## src/rtl/fixed_point_divider.sv

```systemverilog
// rtl/fixed_point_divider.sv - sequential signed fixed-point divider with saturation
//
// Computes quotient = A / B on signed Q-format operands (WIDTH bits, FRAC_BITS
// fractional) using an unsigned restoring divider on the magnitudes, one
// quotient bit per clock. Latency is constant: WIDTH+FRAC_BITS iterations plus
// one finish cycle, whether or not B is zero.
//
// Ports:
//   clk          rising-edge clock
//   reset        asynchronous active-low reset
//   enable       start pulse, only honoured while idle
//   A, B         signed dividend / divisor, captured on the accepting edge
//   quotient     signed result, updated only on the finish edge
//   busy         high while a division is in flight
//   done         one-cycle pulse when quotient is valid
//   saturated    result was clamped (held until the next finish)
//   div_by_zero  divisor was zero (held until the next finish)

module fixed_point_divider #(
   parameter int WIDTH     = 16,
   parameter int FRAC_BITS = 8
) (
   input  logic             clk,
   input  logic             reset,
   input  logic             enable,
   input  logic [WIDTH-1:0] A,
   input  logic [WIDTH-1:0] B,
   output logic [WIDTH-1:0] quotient,
   output logic             busy,
   output logic             done,
   output logic             saturated,
   output logic             div_by_zero
);

   localparam int N  = WIDTH + FRAC_BITS;
   localparam int CW = $clog2(N + 1);

   localparam logic [CW-1:0]    N_CNT   = CW'(N);
   localparam logic [CW-1:0]    CNT_ONE = CW'(1);
   localparam logic [WIDTH-1:0] MAX_POS = {1'b0, {(WIDTH-1){1'b1}}};
   localparam logic [WIDTH-1:0] MIN_NEG = {1'b1, {(WIDTH-1){1'b0}}};
   // Magnitude limits widened to the full N-bit quotient accumulator.
   localparam logic [N-1:0]     POS_LIM = {{(FRAC_BITS+1){1'b0}}, {(WIDTH-1){1'b1}}};
   localparam logic [N-1:0]     NEG_LIM = POS_LIM + 1'b1;

   typedef enum logic [1:0] {
      IDLE,
      DIVIDE,
      FINISH
   } state_t;

   state_t state;
   state_t state_next;

   logic             sign;
   logic             a_neg;
   logic             zero_flag;
   logic [WIDTH-1:0] mag_b;
   logic [N-1:0]     dvd;
   logic [WIDTH:0]   rem;
   logic [N-1:0]     quot_acc;
   logic [CW-1:0]    count;

   logic [WIDTH-1:0] a_mag;
   logic [WIDTH-1:0] b_mag;
   logic [WIDTH+1:0] shifted;
   logic [WIDTH+1:0] diff;
   logic             ge;
   logic [WIDTH-1:0] res_q;
   logic             res_sat;

   // Two's complement magnitude; the most negative value maps to 2^(WIDTH-1),
   // which still fits because the magnitude is treated as unsigned.
   assign a_mag = A[WIDTH-1] ? (~A + 1'b1) : A;
   assign b_mag = B[WIDTH-1] ? (~B + 1'b1) : B;

   // Restoring step: shift in the next dividend bit, trial-subtract the divisor.
   // A borrow out of the widened difference means the trial failed.
   assign shifted = {rem, dvd[N-1]};
   assign diff    = shifted - {2'b00, mag_b};
   assign ge      = ~diff[WIDTH+1];

   always_ff @(posedge clk or negedge reset) begin
      if (!reset) begin
         state <= IDLE;
      end else begin
         state <= state_next;
      end
   end

   always_comb begin
      state_next = state;
      case (state)
         IDLE:    if (enable) state_next = DIVIDE;
         DIVIDE:  if (count == CNT_ONE) state_next = FINISH;
         FINISH:  state_next = IDLE;
         default: state_next = IDLE;
      endcase
   end

   always_comb begin
      res_q   = quot_acc[WIDTH-1:0];
      res_sat = 1'b0;
      if (zero_flag) begin
         res_q   = a_neg ? MIN_NEG : MAX_POS;
         res_sat = 1'b1;
      end else if (!sign && (quot_acc > POS_LIM)) begin
         res_q   = MAX_POS;
         res_sat = 1'b1;
      end else if (sign && (quot_acc > NEG_LIM)) begin
         res_q   = MIN_NEG;
         res_sat = 1'b1;
      end else if (sign) begin
         res_q   = -quot_acc[WIDTH-1:0];
      end
   end

   always_ff @(posedge clk or negedge reset) begin
      if (!reset) begin
         quotient    <= '0;
         busy        <= 1'b0;
         done        <= 1'b0;
         saturated   <= 1'b0;
         div_by_zero <= 1'b0;
         sign        <= 1'b0;
         a_neg       <= 1'b0;
         zero_flag   <= 1'b0;
         mag_b       <= '0;
         dvd         <= '0;
         rem         <= '0;
         quot_acc    <= '0;
         count       <= '0;
      end else begin
         done <= 1'b0;
         case (state)
            IDLE: begin
               if (enable) begin
                  sign      <= A[WIDTH-1] ^ B[WIDTH-1];
                  a_neg     <= A[WIDTH-1];
                  zero_flag <= (B == '0);
                  mag_b     <= b_mag;
                  dvd       <= {a_mag, {FRAC_BITS{1'b0}}};
                  rem       <= '0;
                  quot_acc  <= '0;
                  count     <= N_CNT;
                  busy      <= 1'b1;
               end
            end
            DIVIDE: begin
               rem      <= ge ? diff[WIDTH:0] : shifted[WIDTH:0];
               quot_acc <= {quot_acc[N-2:0], ge};
               dvd      <= {dvd[N-2:0], 1'b0};
               count    <= count - 1'b1;
            end
            FINISH: begin
               quotient    <= res_q;
               saturated   <= res_sat;
               div_by_zero <= zero_flag;
               busy        <= 1'b0;
               done        <= 1'b1;
            end
            default: ;
         endcase
      end
   end

endmodule

```

## config.mk

```make
export PLATFORM = sky130hd
export DESIGN_NAME = fixed_point_divider
export DESIGN_NICKNAME = d
export VERILOG_FILES = /design/src/rtl/fixed_point_divider.sv
export SDC_FILE = /design/constraint.sdc
export NUM_CORES = 1
export LEC_CHECK = 0
export ABC_CLOCK_PERIOD_IN_PS = 5100
export BUFFER_PORTS_ARGS = -buffer_cell sky130_fd_sc_hd__buf_2
export CORE_ASPECT_RATIO = 0.75
export CORE_UTILIZATION = 38
export CTS_CLUSTER_DIAMETER = 50
export DETAILED_ROUTE_END_ITERATION = 10
export GPL_ROUTABILITY_DRIVEN = 0
export MAX_ROUTING_LAYER = met4
export PLACE_DENSITY_LB_ADDON = 0.1
export SYNTH_ARGS = -nofsm -noshare
export SYNTH_HDL_FRONTEND = slang
export SYNTH_SLANG_ARGS = --single-unit
```

## constraint.sdc

```tcl
create_clock -name clk -period 5.1 [get_ports clk]
set_input_delay 0.765 -clock clk [delete_from_list [all_inputs] [get_ports clk]]
set_output_delay 0.765 -clock clk [all_outputs]
set_load 0.03 [all_outputs]
```

==> results_dict.tcl <==
set metrics [dict create \
    wl_mm 14.8 \
    cap_violations 0 \
    max_freq_mhz 334 \
    syn_area_um2 5970 \
    cts_tree "done" \
    path_cells "ha_1 > a211oi_2 > nand2b_1 > o2111ai_4 > a21oi_1 > a211oi_2 > buf_4 > mux2i_1 > o21ai_1" \
    dieArea_um2 16200 \
    multi_input_area_um2 3170 \
    wl_per_cell_um 16.1 \
    synth_compound_area_frac 0.192 \
    via_per_inst 5.37 \
    switchingPower_mw 2.20 \
    powerDensity_nw_per_um2 711 \
    drt_iter0_drc 327 \
    leakage_nw 3.11 \
    cts.reportedPaths.clkPinSlew_ns 0.07 \
    slowest_delay_ns 0.67 \
    grt_use_total 0.202 \
    hold_viol 0 \
    die_w_um 147 \
    firstDrtPassIters 5 \
    io_pins 55 \
    grt.overflow.total 0 \
    initial_core_util 0.391 \
    rows 39 \
    ff_latch_area_um2 2580 \
    dp_hpwl_mm 10.4 \
    drt.antenna.violating_nets 0 \
    syn2layout_area_growth_pct 12.7 \
    cp_common_cell "a211oi_2" \
    swShare 0.459 \
    slew_headroom 0.272 \
    htree_levels 3 \
    synth.yosys.seq_area_share 0.432 \
    rsz0062_at_grt "false" \
    io_buffers 54 \
    synth_mux_area_frac 0.0256 \
    p_total_mw 4.79 \
    fin_util 0.441 \
    clock_skew_ns 0.00754 \
    cts.path.max_buffers 2 \
    crit_slowest_cell "a211oi_2" \
    avgSynthCellArea_um2 8.94 \
    yosys.area_share.xor_xnor 0.0748 \
    synth_edf_count 0 \
    end_kind "flip-flop" \
    synth-simple-area-share 0.189 \
    synth_fa_ha_area_frac 0.0473 \
    fin_crit_ns 2.99 \
    synthesis.nets 725 \
    dp.cells 901 \
    post_cts_buffers 0 \
    cts_root_buf "clkbuf_16" \
    slew_viol_final 0 \
    crit_type "reg -> reg" \
    grt_max_degree 66 \
    synthCells 668 \
    synthFlopType "dfrtp_1" \
    min_path_type "reg -> reg" \
    antenna_found_initial 0 \
    peakVddDrop_mv 0.220 \
    drive_gt1_frac 0.122 \
    start_kind "flip-flop" \
    grt_pass1_wl_mm 25.3 \
    yosys_warnings 0 \
    numCtsBuffers 9 \
    nFillCells 1525 \
    post_cts_resized 0 \
    drc 0 \
    cts_sinks 103 \
    ys_seq_elements 103 \
    final_nets 764 \
    yosysUniqueCellTypes 54 \
    p_int_mw 2.59 \
    core_um2 15300 \
    pwr-share-seq 0.309 \
    path_max_fanout 7 \
    synth_top_family_by_area "compound AO/OA/AOI/OAI gates" \
    n_antenna_cell 0 \
    fin_cells 917 \
    cts_hold_buffers 0 \
    vias 4928 \
    finalCritPeriodShare 0.587 \
    ys_async_sr_fraction 1.00 \
    setup_violations 0 \
    clkPwrFrac 0.142 \
    status "finished clean" \
    tns_ns 0 \
    grt_pass1_vias 4812 \
    die_h_um 111 \
    insertion_delay_ns 0.37 \
    crit_arrival_ns 3.22 \
    crit_required_ns 5.33 \
    power_frac_comb 0.550 \
    worst_pin_slew_ns 1.09 \
]
-- Yosys cell counts (all sizes together) (5+ instances only) --
| master | count | share of area |
|---|---|---|
| nand2 | 112 | 0.071 |
| dfrtp | 103 | 0.43 |
| o21ai | 72 | 0.060 |
| nand3 | 44 | 0.037 |
| clkbuf | 32 | 0.020 |
| nor2 | 30 | 0.019 |
| inv | 29 | 0.018 |
| xor2 | 28 | 0.041 |
| xnor2 | 23 | 0.034 |
| a21oi | 22 | 0.018 |
| ha | 21 | 0.044 |
| a221o | 13 | 0.022 |
| mux2i | 13 | 0.022 |
| a22oi | 12 | 0.015 |
| nand2b | 10 | 0.010 |
| nor3 | 10 | 0.0084 |
| o41ai | 9 | 0.013 |
| o31ai | 8 | 0.010 |
| nor2b | 7 | 0.0073 |
| nor4 | 6 | 0.0063 |
| nand3b | 5 | 0.0063 |
-- kinds of logic (layout without fill, tap and decap cells) --
group | count (synthesis) | count (layout)
compound gates | 170 | 170
buf+inv | 62 | 106
simple gates | 245 | 245
flops | 103 | 103
mux | 15 | 15
xor+xnor | 51 | 51
fa+ha+maj | 22 | 22
-- final cells by class --
class	instances	area share
Clock buffer	9	0.0335
Sequential cell	103	0.383
Clock inverter	7	0.00818
Timing Repair Buffer	61	0.0502
Inverter	29	0.0162
Multi-Input combinational cell	503	0.471
Tap cell	205	0.0381
-- sequential cells by signal (all words and copies together) (netlist names) --
| register | cells |
|---|---|
| busy | 1 |
| saturated | 1 |
| count | 5 |
| dvd | 16 |
| mag_b | 16 |
| quot_acc | 24 |
| sign | 1 |
| rem | 17 |
| a_neg | 1 |
| zero_flag | 1 |
| div_by_zero | 1 |
| quotient | 16 |
| state | 2 |
| done | 1 |
-- per-stage QoR --
stage | setup slack [ns] | instance area [um^2] | hold slack [ns]
final | 2.11 | 6730 | 0.476
after floorplan | 2.58 | 5970 | 0.446
after global routing | 1.88 | 6730 | 0.522
after global placement | 2.17 | 6450 | 0.459
after CTS | 2.08 | 6730 | 0.482
after detailed placement | 2.11 | 6450 | 0.463
-- routing by layer --
| layer | up-vias | track usage | share of wire | routed length (um) |
|---|---|---|---|---|
| met5 | - | - | 0 | 0 |
| met4 | 0 | 0.0444 | 0.0050 | 74 |
| met3 | 9 | 0.0434 | 0.037 | 547 |
| met2 | 89 | 0.279 | 0.41 | 6140 |
| met1 | 2373 | 0.298 | 0.54 | 8040 |
| li1 | 2457 | - | - | - |
-- critical path: cells and delay by family (launching register included) --
family	cells	cell delay [ns]
buffers and inverters	1	0.31
DFF	1	0.40
adders and majority gates	1	0.38
AOI/OAI and AO/OA	5	1.40
muxes	1	0.22
and+or+nand+nor	1	0.16
-- power groups by stage --
stage               logic (mW)  clock network (mW)  registers, mW
CTS                       2.63               0.697           1.48
finish                    2.63               0.679           1.48
global route              2.95               0.733           1.54
floorplan                 1.94                   0           1.51
global placement          2.57                   0           1.48
detailed placement        2.62                   0           1.49
-- final timing paths --
check / depth (start not counted) / end / from / slack (ns)
setup reg to reg: 9 / rem[3] / rem[5] / 2.11
hold / removal: 2 / div_by_zero / div_by_zero / 0.48
hold reg to reg: 2 / div_by_zero / div_by_zero / 0.48
min in group asynchronous: 1 / mag_b[14] / reset / 0.50
max in group asynchronous: 2 / mag_b[3] / reset / 3.55
setup / recovery: 9 / rem[3] / rem[5] / 2.11
-- placed cells by master (no fill, tap or decap), types with 3 or more instances in the layout --
cell type	count
inv_6	3
a221o_1	13
nor4_1	6
o211ai_1	3
o21ai_0	49
a31oi_1	3
nand4_1	4
a22o_1	3
nand2b_1	9
o21ai_1	23
nand3b_1	5
or4_1	4
xor2_1	28
and3_1	4
a21o_1	4
nor2b_1	7
o31ai_1	8
nand3_1	44
nand2_1	111
ha_1	21
a22oi_1	12
buf_4	7
clkbuf_16	9
o41ai_1	9
mux2i_1	13
dfrtp_1	103
o21a_1	4
nor2_1	29
xnor2_1	23
a21oi_1	22
nor3_1	10
buf_2	53
inv_1	29
Note: power is estimated with default switching activity, not from simulation.
